[src/rtl/iter_shifter_pkg.sv]
// Shared definitions for the iterative EX-stage shift unit:
// op encodings, FSM state type and datapath width.
package mips_shift_pkg;

    localparam int XLEN = 32;
    localparam int AMT_W = 5;

    localparam logic [1:0] SH_SLL  = 2'b00;
    localparam logic [1:0] SH_SRL  = 2'b01;
    localparam logic [1:0] SH_SRA  = 2'b10;
    localparam logic [1:0] SH_PASS = 2'b11;

    typedef enum logic [1:0] {
        IDLE  = 2'd0,
        SHIFT = 2'd1,
        DONE  = 2'd2
    } state_t;

endpackage

[src/rtl/iter_shifter_if.sv]
// Request/response bundle between the EX-stage control and the shift unit.
interface iter_shifter_if;
    import mips_shift_pkg::*;

    logic            start;
    logic [1:0]      op;
    logic [XLEN-1:0] operand_a;
    logic [XLEN-1:0] operand_b;
    logic            flush;
    logic            busy;
    logic            done;
    logic [XLEN-1:0] result;

    modport master (
        output start, op, operand_a, operand_b, flush,
        input  busy, done, result
    );

    modport slave (
        input  start, op, operand_a, operand_b, flush,
        output busy, done, result
    );
endinterface

[src/rtl/iter_shifter_shift_step.sv]
// Combinational single-bit shift step (SLL/SRL/SRA), pass-through otherwise.
module shift_step
    import mips_shift_pkg::*;
(
    input  logic [1:0]      op,
    input  logic [XLEN-1:0] din,
    output logic [XLEN-1:0] dout
);

    // Select the one-position shift for the captured op
    always_comb begin
        dout = din;
        case (op)
            SH_SLL:  dout = {din[XLEN-2:0], 1'b0};
            SH_SRL:  dout = {1'b0, din[XLEN-1:1]};
            SH_SRA:  dout = {din[XLEN-1], din[XLEN-1:1]};
            default: dout = din;
        endcase
    end

endmodule

[src/rtl/iter_shifter.sv]
// Iterative shifter: one bit position per clock, stalls the pipeline via busy.
module iter_shifter
    import mips_shift_pkg::*;
(
    input  logic         clk,
    input  logic         rst_n,
    iter_shifter_if.slave bus
);

    state_t             state_q, state_d;
    logic [XLEN-1:0]    work_q, work_d;
    logic [AMT_W-1:0]   cnt_q, cnt_d;
    logic [1:0]         op_r_q, op_r_d;
    logic [XLEN-1:0]    result_q, result_d;
    logic               done_q, done_d;
    logic [XLEN-1:0]    step_out;
    logic               unused_amt_hi;

    // Upper amount bits are ignored: shift amount is modulo 32
    assign unused_amt_hi = ^bus.operand_b[XLEN-1:AMT_W];

    shift_step u_step (
        .op   (op_r_q),
        .din  (work_q),
        .dout (step_out)
    );

    // Next-state and datapath updates; flush overrides every state
    always_comb begin
        state_d  = state_q;
        work_d   = work_q;
        cnt_d    = cnt_q;
        op_r_d   = op_r_q;
        result_d = result_q;
        done_d   = 1'b0;
        if (bus.flush) begin
            state_d = IDLE;
        end else begin
            case (state_q)
                IDLE: begin
                    if (bus.start) begin
                        work_d = bus.operand_a;
                        cnt_d  = bus.operand_b[AMT_W-1:0];
                        op_r_d = bus.op;
                        if ((bus.operand_b[AMT_W-1:0] != '0) && (bus.op != SH_PASS))
                            state_d = SHIFT;
                        else
                            state_d = DONE;
                    end
                end
                SHIFT: begin
                    work_d = step_out;
                    cnt_d  = cnt_q - 5'd1;
                    if (cnt_q == 5'd1)
                        state_d = DONE;
                end
                DONE: begin
                    result_d = work_q;
                    done_d   = 1'b1;
                    state_d  = IDLE;
                end
                default: state_d = IDLE;
            endcase
        end
    end

    // State and datapath registers, asynchronously cleared
    always_ff @(posedge clk or negedge rst_n) begin
        if (!rst_n) begin
            state_q  <= IDLE;
            work_q   <= '0;
            cnt_q    <= '0;
            op_r_q   <= SH_SLL;
            result_q <= '0;
            done_q   <= 1'b0;
        end else begin
            state_q  <= state_d;
            work_q   <= work_d;
            cnt_q    <= cnt_d;
            op_r_q   <= op_r_d;
            result_q <= result_d;
            done_q   <= done_d;
        end
    end

    assign bus.busy   = (state_q != IDLE);
    assign bus.done   = done_q;
    assign bus.result = result_q;

endmodule
[src/flat_wrapper.sv]
// flat-port wrapper written by rule: the top's interface ports become plain ports
module iter_shifter_flat import mips_shift_pkg::*;
  (clk, rst_n, bus_start, bus_op, bus_operand_a, bus_operand_b, bus_flush, bus_busy, bus_done, bus_result);
  iter_shifter_if bus_i ();
  input  logic clk;
  input  logic rst_n;
  input wire logic [$bits(bus_i.start)-1:0] bus_start;
  input wire logic [$bits(bus_i.op)-1:0] bus_op;
  input wire logic [$bits(bus_i.operand_a)-1:0] bus_operand_a;
  input wire logic [$bits(bus_i.operand_b)-1:0] bus_operand_b;
  input wire logic [$bits(bus_i.flush)-1:0] bus_flush;
  output wire logic [$bits(bus_i.busy)-1:0] bus_busy;
  output wire logic [$bits(bus_i.done)-1:0] bus_done;
  output wire logic [$bits(bus_i.result)-1:0] bus_result;
  assign bus_i.start = bus_start;
  assign bus_i.op = bus_op;
  assign bus_i.operand_a = bus_operand_a;
  assign bus_i.operand_b = bus_operand_b;
  assign bus_i.flush = bus_flush;
  assign bus_busy = bus_i.busy;
  assign bus_done = bus_i.done;
  assign bus_result = bus_i.result;
  iter_shifter u_core (.clk(clk), .rst_n(rst_n), .bus(bus_i));
endmodule
[config.mk]
export PLATFORM = sky130hd
export DESIGN_NAME = iter_shifter_flat
export DESIGN_NICKNAME = d
export VERILOG_FILES = /design/src/rtl/iter_shifter_pkg.sv /design/src/rtl/iter_shifter_if.sv /design/src/rtl/iter_shifter_shift_step.sv /design/src/rtl/iter_shifter.sv /design/src/flat_wrapper.sv
export SDC_FILE = /design/constraint.sdc
export NUM_CORES = 1
export LEC_CHECK = 0
export ABC_AREA = 1
export BUFFER_PORTS_ARGS = -buffer_cell sky130_fd_sc_hd__buf_2
export CORE_MARGIN = 1
export CORE_UTILIZATION = 53
export CTS_CLUSTER_SIZE = 12
export DETAILED_ROUTE_END_ITERATION = 8
export GPL_TIMING_DRIVEN = 0
export PLACE_DENSITY = 0.81
export SLEW_MARGIN = 20
export SYNTH_ARGS = -nofsm -noshare
export SYNTH_HDL_FRONTEND = slang
export SYNTH_HIERARCHICAL = 1
export SYNTH_SLANG_ARGS = --single-unit
[constraint.sdc]
create_clock -name clk -period 1.7 [get_ports clk]
set_clock_uncertainty 0.2 [all_clocks]
set_input_delay 0 -clock clk [delete_from_list [all_inputs] [get_ports clk]]
set_output_delay 0 -clock clk [all_outputs]
set_load 0.01 [all_outputs]
== Word level (Yosys, flattened, before mapping) ==
Index checks and enable logic that the tools add are counted.
Storage, ports and cells
  register bits: 74
  bits in latches: 0
  memory bits (writable): 0
  bits in read-only memories: 0
  bits of input ports: 70
  output and inout port bits: 34
  logic and storage cells: 45
  memories kept: 0
Cells by class
  add/subtract/negate cells: 1
  multiply operators: 0
  divide/modulo/power cells: 0
  magnitude comparators: 0
  eq/ne operators: 12
  shifts and indexed selects: 0
  muxes and demuxes: 12
  bitwise gates (word level): 1
  reductions and logical operators: 12
Operators by type and width (count)
  one-hot mux 32 bit (3 select lines): 1
  one-hot mux 32 bit (2 select lines): 1
  2-to-1 mux 32 bit: 1
  one-hot mux 5 bit (2 select lines): 1
  2-to-1 mux 2 bit: 4
  != test 2 bit, second input constant: 3
  != test 3 bit, second input constant: 2
  AND reduction 3 bit: 2
  equality test 5 x 1 -> 1 bit, second input constant: 1
  2-to-1 mux 5 bit: 1
  AND reduction 5 bit: 1
  nonzero test 5 bit: 1
  subtractor 5 x 1 -> 5 bit, second input constant: 1
  equality test 2 x 1 -> 1 bit, second input constant: 2
  equality test 2 bit, second input constant: 2
  logical NOT 2 bit: 2
  != test 4 bit, second input constant: 1
  one-hot mux 2 bit (2 select lines): 1
  AND reduction 2 bit: 2
  AND reduction 4 bit: 1
  nonzero test 2 bit: 2
  != test 3 x 2 -> 1 bit, second input constant: 1
  2-to-1 mux 1 bit: 2
  logical AND 1 bit: 1
  inverter 1 bit: 1

== Depth between registers and ports, before layout ==
Gate-level depths: netlist (run 1).
  depth after elaboration: 6
  mapped depth: 9
  mapped depth without buffers: 8

== By module ==
Netlist (run 1), hierarchy kept.
Modules (own cells, without submodules)
  iter_shifter: times used 1, cells an instance 427, area an instance 3349.5 um^2, sequential area each 1851.8 um^2
  shift_step: times used 1, cells an instance 144, area an instance 631.9 um^2, sequential area each 0.0 um^2

== Worst setup path before layout (run 1) ==
Ideal clock, no wire load.
  path kind: register -> register
  start point: reg u_core.state_q[1]
  end point: reg u_core.work_q[23]
  setup time: 0.132 ns
  data arrival time: 1.066 ns
  required time: 1.368 ns
  slack: 0.302 ns
  cell stages (with the launch flop): 6
  buffers on the path: 1
  period minus slack after synthesis: 1.398 ns
  cells stage by stage: dfrtp_1 -> inv_1 -> nand2_1 -> a21oi_4 -> clkbuf_1 -> o21ai_0
Between the ends
  word-level cells in the longest chain between the ends: 3
  elaborated cells between the ends (all ways): 7
  classes of those cells: eq/ne (3); mux (1); reduce/logical (3)
Ends and longest elaborated chain
  start, declared: RTL line iter_shifter.sv:10  | state_t state_q, state_d;
  start signal, assigned: RTL line iter_shifter.sv:77  | state_q <= state_d;
  equality test 2 x 1 -> 1 bit / logical NOT 2 bit (equally long branches): RTL line iter_shifter.sv:39  | case (state_q)
  != test 4 bit (no source line) (tied with other cells)
  AND reduction 4 bit (no source line)
  end signal, assigned: RTL line iter_shifter.sv:78  | work_q <= work_d;
  end, declared: RTL line iter_shifter.sv:11  | logic [XLEN-1:0] work_q, work_d;
Several ways; a longest one is shown, not always the timed one.
A chain may end at the register's enable or synchronous reset.

== Worst setup path in the final report (run 1) ==
  start point: reg u_core.state_q[0]
  end point: reg u_core.result_q[25] (netlist: u_core/bus.result[25])
Between the ends
  word-level cells in the longest chain between the ends: 2
Ends and longest elaborated chain
  equality test 2 bit: RTL line iter_shifter.sv:39
  AND reduction 2 bit (no source line)
  end signal, assigned: RTL line iter_shifter.sv:81  | result_q <= result_d;
  end, declared: RTL line iter_shifter.sv:14  | logic [XLEN-1:0] result_q, result_d;
No other way between the ends.

==> metrics.md, run 1 <==
| Metric | Value |
|---|---|
| Post-synthesis xor/xnor area fraction | 0% |
| Largest net degree at the start of global routing | 50 |
| NetSw | 3880 uW |
| GR Overflow Total | 0 |
| Die height | 88.7 um |
| Final design instance area without fill | roughly 5200 sq um |
| Combinational share of power | 48.5% |
| Core area | 7250 sq um |
| Global Route Usage Sum | 28.9% |
| CTS tree | built |
| Vias per std cell | around 5.2 |
| WP data arrival | 1.61 ns |
| Setup CP Type | register to register |
| Reg power frac | 36.9% |
| Worst setup SP type | register |
| Placed cell areas | 4520 sq um |
| IO buf count | 76 |
| Synthesized flop and latch total | 74 |
| Crit path buf inv count | 3 |
| Area growth syn-to-layout | 30.6% |
| Iter 0 DRT Violations | 331 |
| Register clock-pin slew on the reported worst setup and hold paths | ~0.070 ns |
| Die W | roughly 89 um |
| Design Power | roughly 8700 uW |
| Clock buffer depth | 2 |
| Mean post-synth cell area | about 7.0 sq um |
| Clk Latency, worst-skew pair | between 0.3 and 0.4 ns |
| Internal power | 4840 uW |
| Final hold viol count | 0 |
| CP Depth | 6 |
| Vias in the first global route | 3909 |
| Compound-Gate Fraction of Synth Area | 9.96% |
| Final setup vio count | 0 |
| Drt drc | 0 |
| Clock share of power | 14.6% |
| DP HPWL | 7110 um |
| First-pass GRT wire length | 17200 um |
| Commonest non-fill, non-tap cell in the layout | nand2_1 |
| Ant diodes | 0 |
| Initial Util | a little over half |
| Cell Chain, Critical Path | inv_1 -> nand3_1 -> clkbuf_4 -> clkbuf_4 -> nand2_1 -> o21ai_0 |
| Slowest-stage cell, CP | dfrtp_1 |
| Sequential fraction of the synthesis area | 46.5% |
| Peak Freq | 620 MHz |
| Syn Inst Count | about 570 |
| Syn Nets | roughly 640 |
| R2r worst-path depth | 6 |
| Post-route antenna net violation count | 0 |
| Hold/Removal Path Class | primary input to register |
| WL final | 10700 um |
| Max Slew Vio Count | 0 |
| Layout cell share with drive strength beyond 1 | around a fifth |
| Pwr/cell area | 1680 nW/um^2 |
| Layout filler cell count | 621 |
| Fin nets | 776 |
| Period utilization | 94.9% |
| Least-Margin Pin Slew | ~0.36 ns |
| Io pins | roughly 100 |
| Slew margin rel. | 76.0% |
| Sw frac | about 44% |
| CTS root buf | clkbuf_8 |
| Vias | 4199 |
| Sum Neg Setup Slack | 0 ns |
| Antenna violations before repair | 0 |
| Multiplexer share of the synthesized area | 0% |
| Period minus WS final | 1.61 ns |
| CP top delay family | buffers and inverters |
| Most frequent cells in the layout | nand2_1, buf_2, dfrtp_1, o21ai_0, nand3_1 |
| Wire per inst | 13.3 um |
| Number of CTS-inserted buffers | 9 |
| Status | finished, final reports clean |
| Synth unique cells | 16 |
| Yosys top cell area share | 46.5% |
| Die ar. | between 7000 and 8000 sq um |
| Max stage delay on crit path | 0.42 ns |
| Synth warn | 6 |
| Leakage | 0.00279 uW |
| CP Capture Type | register |
| Largest family of logic cells by synthesized area | simple AND/OR/NAND/NOR gates |
| CP Data Required Time | 1.70 ns |
| Sink Count | 74 |
| Post-synthesis simple-gate area fraction | 33.8% |
| Adder-Cell Fraction of Synth Area | 0.629% |
| Rows | 31 |
| Setup slack after layout | a little under 0.09 ns |
| Pre-Repair DR Iteration Count | 7 |
| Max IR drop VDD | 804 uV |
| H-tree Lvls | 3 |
| CP Max Fanout | 10 |
| Hold depth | 4 |
| Final hold slack | 0.272 ns |
| Placer congestion estimate | between 0.8 and 0.9 |
| Top cells by area, synth | dfrtp_1, nand2_1, o21ai_0 |
| Yosys top cell by area | dfrtp_1 |
| Pre-CTS setup slack | -0.0500 ns |
| CP most frequent cell | clkbuf_4 |
| Max-cap viol count | 0 |
| Post-Syn Area | about 4000 sq um |
cells by family after synthesis:
kind of cell / count (synthesis)
simple gates: 334
buf+inv: 84
compound gates: 77
flops: 74
fa+ha+maj: 2
power by group through the flow:
stage	registers, uW	clock network, uW	logic, uW
finish	3220	1280	4230
detailed placement	3200	0	3990
global placement	3160	0	3850
floorplan	3240	0	2670
CTS	3190	1300	4100
global route	3330	1370	4800
cells in the mapped netlist:
cell type and instances:
dfrtp_1 74, buf_2 23, a21oi_1 2, ha_1 2, inv_2 4, nand3_1 65, clkbuf_1 6, nor2_2 1
nand3b_1 2, nor2_1 11, nand2_1 255, o21ai_0 68, inv_1 46, o21ai_1 6, a21oi_4 1, buf_4 5
sequential cells by signal, indices dropped and copies added, names as in the netlist:
signal,count
u_core/cnt_q,5
u_core/work_q,32
u_core/bus.result,32
u_core/bus.done,1
u_core/state_q,2
u_core/op_r_q,2
worst min-delay path: cells and delay by family:
kind / cells / cell delay [ns]
buf+inv: 3 / 0.71
compound gates: 1 / 0.07
metrics by stage:
step | instances | utilization (%)
detailed placement | 747 | 62.3
CTS | 807 | 70.9
global route | 808 | 71.7
floorplan | 571 | -
global placement | 746 | 61.8
finish | 808 | 71.7
final timing paths:
check	end	from	slack [ns]
max in group asynchronous	u_core/op_r_q[1]$_DFFE_PN0P_	rst_n	0.29
hold / removal	u_core/op_r_q[1]$_DFFE_PN0P_	bus_op[1]	0.27
min in group asynchronous	u_core/work_q[20]$_DFFE_PN0P_	rst_n	0.43
setup reg to reg	u_core/bus.result[25]$_DFFE_PN0P_	u_core/state_q[0]$_DFFE_PN0P_	0.09
setup / recovery	u_core/bus.result[25]$_DFFE_PN0P_	u_core/state_q[0]$_DFFE_PN0P_	0.09
hold reg to reg	u_core/bus.result[11]$_DFFE_PN0P_	u_core/bus.result[11]$_DFFE_PN0P_	0.28
metal layers:
layer  global-route usage, %  wire, um  part of all wire [%]
met5                       0         0                     0
met4                    14.8       199                   1.9
met3                    4.76       668                   6.2
met2                    48.4      5260                    49
met1                    36.0      4580                    43
layout make-up:
type	instances	area, sq um	share of cell area [%]
Buffer	34	220	4.24
Clock inverter	2	10.0	0.193
Clock buffer	14	173	3.32
Sequential cell	74	1850	35.7
Inverter	50	188	3.61
Multi-Input combinational cell	413	1770	34.1
Timing Repair Buffer	122	858	16.5
Tap cell	99	124	2.38
repair_timing:
| item | in CTS | in global routing |
|---|---|---|
| endpoints found under the hold margin | 115 | 0 |
| hold buffers | 44 | 0 |
| setup endpoints to repair | 18 | 45 |
| buffers inserted | 0 | 1 |
| resized for setup | 4 | 23 |
(Power assumes the default switching activity.)
==> run 2: changes to the inputs <==
--- a/config.mk
+++ b/config.mk
@@ -6,7 +6,7 @@
 export NUM_CORES = 1
 export LEC_CHECK = 0
 export ABC_AREA = 1
-export BUFFER_PORTS_ARGS = -buffer_cell sky130_fd_sc_hd__buf_2
+export BUFFER_PORTS_ARGS = -buffer_cell sky130_fd_sc_hd__buf_4
 export CORE_MARGIN = 1
 export CORE_UTILIZATION = 53
 export CTS_CLUSTER_SIZE = 12
==> run 2 against run 1 <==
Against the previous run: global-route usage rose by 1.5 points; critical path depth rose by 3; hold slack got worse by 0.14 ns; core utilization rose by 2.6 points; critical path type unchanged; largest cell class unchanged.
==> metrics.md, run 2 (synthesis gave the netlist of run 1 again) <==
| Metric | Value |
|---|---|
| Status | finished, final reports clean |
| Period minus WS final | 1.69 ns |
| Rows | 31 |
| Layout cell share with drive strength beyond 1 | 18.7% |
| WP data arrival | ~1.7 ns |
| Crit path buf inv count | 2 |
| Iter 0 DRT Violations | 240 |
| Antenna violations before repair | 0 |
| Reg2reg start | u_core/op_r_q[1]$_DFFE_PN0P_ |
| Final hold slack | around 0.13 ns |
| Peak Freq | 593 MHz |
| Leakage | 0.00283 uW |
| Hold/Removal Path Class | primary input to async pin |
| RSZ-0062 raised after global routing | true |
| Setup CP Type | register to register |
| Layout filler cell count | ~550 |
| Max-cap viol count | 0 |
| Initial Util | 54.9% |
| R2r worst-path depth | 9 |
| Least-Margin Pin Slew | 0.929 ns |
| Clock buffer depth | 2 |
| Design Power | 9320 uW |
| CP most frequent cell | nand2_1 |
| DP HPWL | 7080 um |
| Pwr/cell area | around 1700 nW/um^2 |
| Largest net degree at the start of global routing | 75 |
| CP Data Required Time | 1.71 ns |
| Global Route Usage Sum | a little under a third |
| Placer congestion estimate | 0.864 |
| Fin nets | 773 |
| Pre-Repair DR Iteration Count | 6 |
| First-pass GRT wire length | 18100 um |
| CTS root buf | clkbuf_8 |
| Commonest non-fill, non-tap cell in the layout | nand2_1 |
| Drt drc | 0 |
| CTS tree | built |
| RR Endpoint | u_core/work_q[14]$_DFFE_PN0P_ |
| CP Max Fanout | 10 |
| Die height | approximately 90 um |
| Number of CTS-inserted buffers | 9 |
| IO buf count | 76 |
| Clk Latency, worst-skew pair | about 0.35 ns |
| Wire per inst | 13.9 um |
| Io pins | 104 |
| Ant diodes | 0 |
| GR Overflow Total | 0 |
| Post-route antenna net violation count | 0 |
| Most frequent cells in the layout | nand2_1, buf_4, dfrtp_1, o21ai_0, nand3_1 |
| Cell Chain, Critical Path | nand2_1 -> inv_2 -> clkbuf_4 -> nand2_1 -> nand3_1 -> nand2_1 -> nand2_1 -> nand2_1 -> o21ai_0 |
| Max IR drop VDD | 854 uV |
| Core area | 7250 sq um |
| Period utilization | 99.2% |
| CP Capture Type | register |
| Die W | 88.7 um |
| CP top delay family | simple AND/OR/NAND/NOR gates |
| Die ar. | slightly below 8000 sq um |
| Max Slew Vio Count | 0 |
| Reg-to-reg setup timing slack | 0.01 ns |
| Slowest-stage cell, CP | dfrtp_2 |
| Vias | 4272 |
| Slew margin rel. | 38.1% |
| Vias per std cell | 5.31 |
| Sink Count | 74 |
| Final setup vio count | 0 |
| Register clock-pin slew on the reported worst setup and hold paths | 0.08 ns |
| Worst setup SP type | register |
| Area growth syn-to-layout | 35.2% |
| WL final | ~11000 um |
| H-tree Lvls | 3 |
| Max stage delay on crit path | 0.44 ns |
| Vias in the first global route | between 3000 and 4000 |
| Final hold viol count | 0 |
==> run 2: cell types whose count changed in the layout (fill, tap and decap cells not counted), moves of 2 or more <==
cell,change
buf_2,-71
buf_4,+74
buf_6,-2
bufinv_16,+3
clkbuf_4,-2
clkbuf_8,-2
clkinv_2,-2
==> run 2: through the flow <==
step | cell area, sq um | instances | utilization [%] | setup WS, ns | setup TNS [ns]
floorplan | 3980 | 571 | - | 0.302 | 0
global placement | 4680 | 746 | 64.5 | 0.0161 | 0
detailed placement | 4680 | 746 | 64.5 | -0.0482 | -0.288
CTS | 5360 | 805 | 73.8 | 0.00869 | 0
global route | 5380 | 805 | 74.2 | -0.0862 | -0.303
finish | 5380 | 805 | 74.2 | 0.0129 | 0
==> run 2: area by class of cell <==
type / count / area [sq um] / area share [%]
plain buffers: 34 / 203 / 3.76
flip-flops and latches: 74 / 1850 / 34.4
multi-input cells: 413 / 1770 / 32.9
clock buffers: 12 / 145 / 2.70
well taps: 99 / 124 / 2.30
repair buffers: 119 / 1000 / 18.6
clock inverters: 4 / 98.8 / 1.84
inverters: 50 / 188 / 3.49
==> run 2: report_power, final <==
part	switching, uW	internal (uW)
registers	686	2550
clock network	661	1020
logic	2620	1780
==> run 2: worst max-delay path by stage <==
stage | start | end | cells after the start
CTS | u_core/op_r_q[1]$_DFFE_PN0P_ | u_core/work_q[14]$_DFFE_PN0P_ | 9
floorplan | u_core/state_q[1]$_DFFE_PN0P_ | u_core/work_q[23]$_DFFE_PN0P_ | 5
global route | u_core/op_r_q[1]$_DFFE_PN0P_ | u_core/work_q[14]$_DFFE_PN0P_ | 9
global placement | u_core/state_q[1]$_DFFE_PN0P_ | u_core/work_q[24]$_DFFE_PN0P_ | 5
detailed placement | u_core/state_q[1]$_DFFE_PN0P_ | u_core/work_q[26]$_DFFE_PN0P_ | 5
finish | u_core/op_r_q[1]$_DFFE_PN0P_ | u_core/work_q[14]$_DFFE_PN0P_ | 9
==> run 2: metal layers <==
layer | vias to the layer above | track usage, % | wire (um)
li1 | 2050 | - | -
met2 | 230 | 50.2 | 5460
met3 | 39 | 5.22 | 846
met1 | 1953 | 39.0 | 4550
met5 | - | 0 | 0
met4 | 0 | 13.6 | 322
==> run 2: timing repair <==
item / 4_1_cts / 5_1_grt
hold endpoints to repair: 115 / 0
cloned: 0 / 0
hold buffers: 43 / 0
resized for setup: 4 / 14
setup endpoints to repair: 19 / 55
buffers inserted: 0 / 0
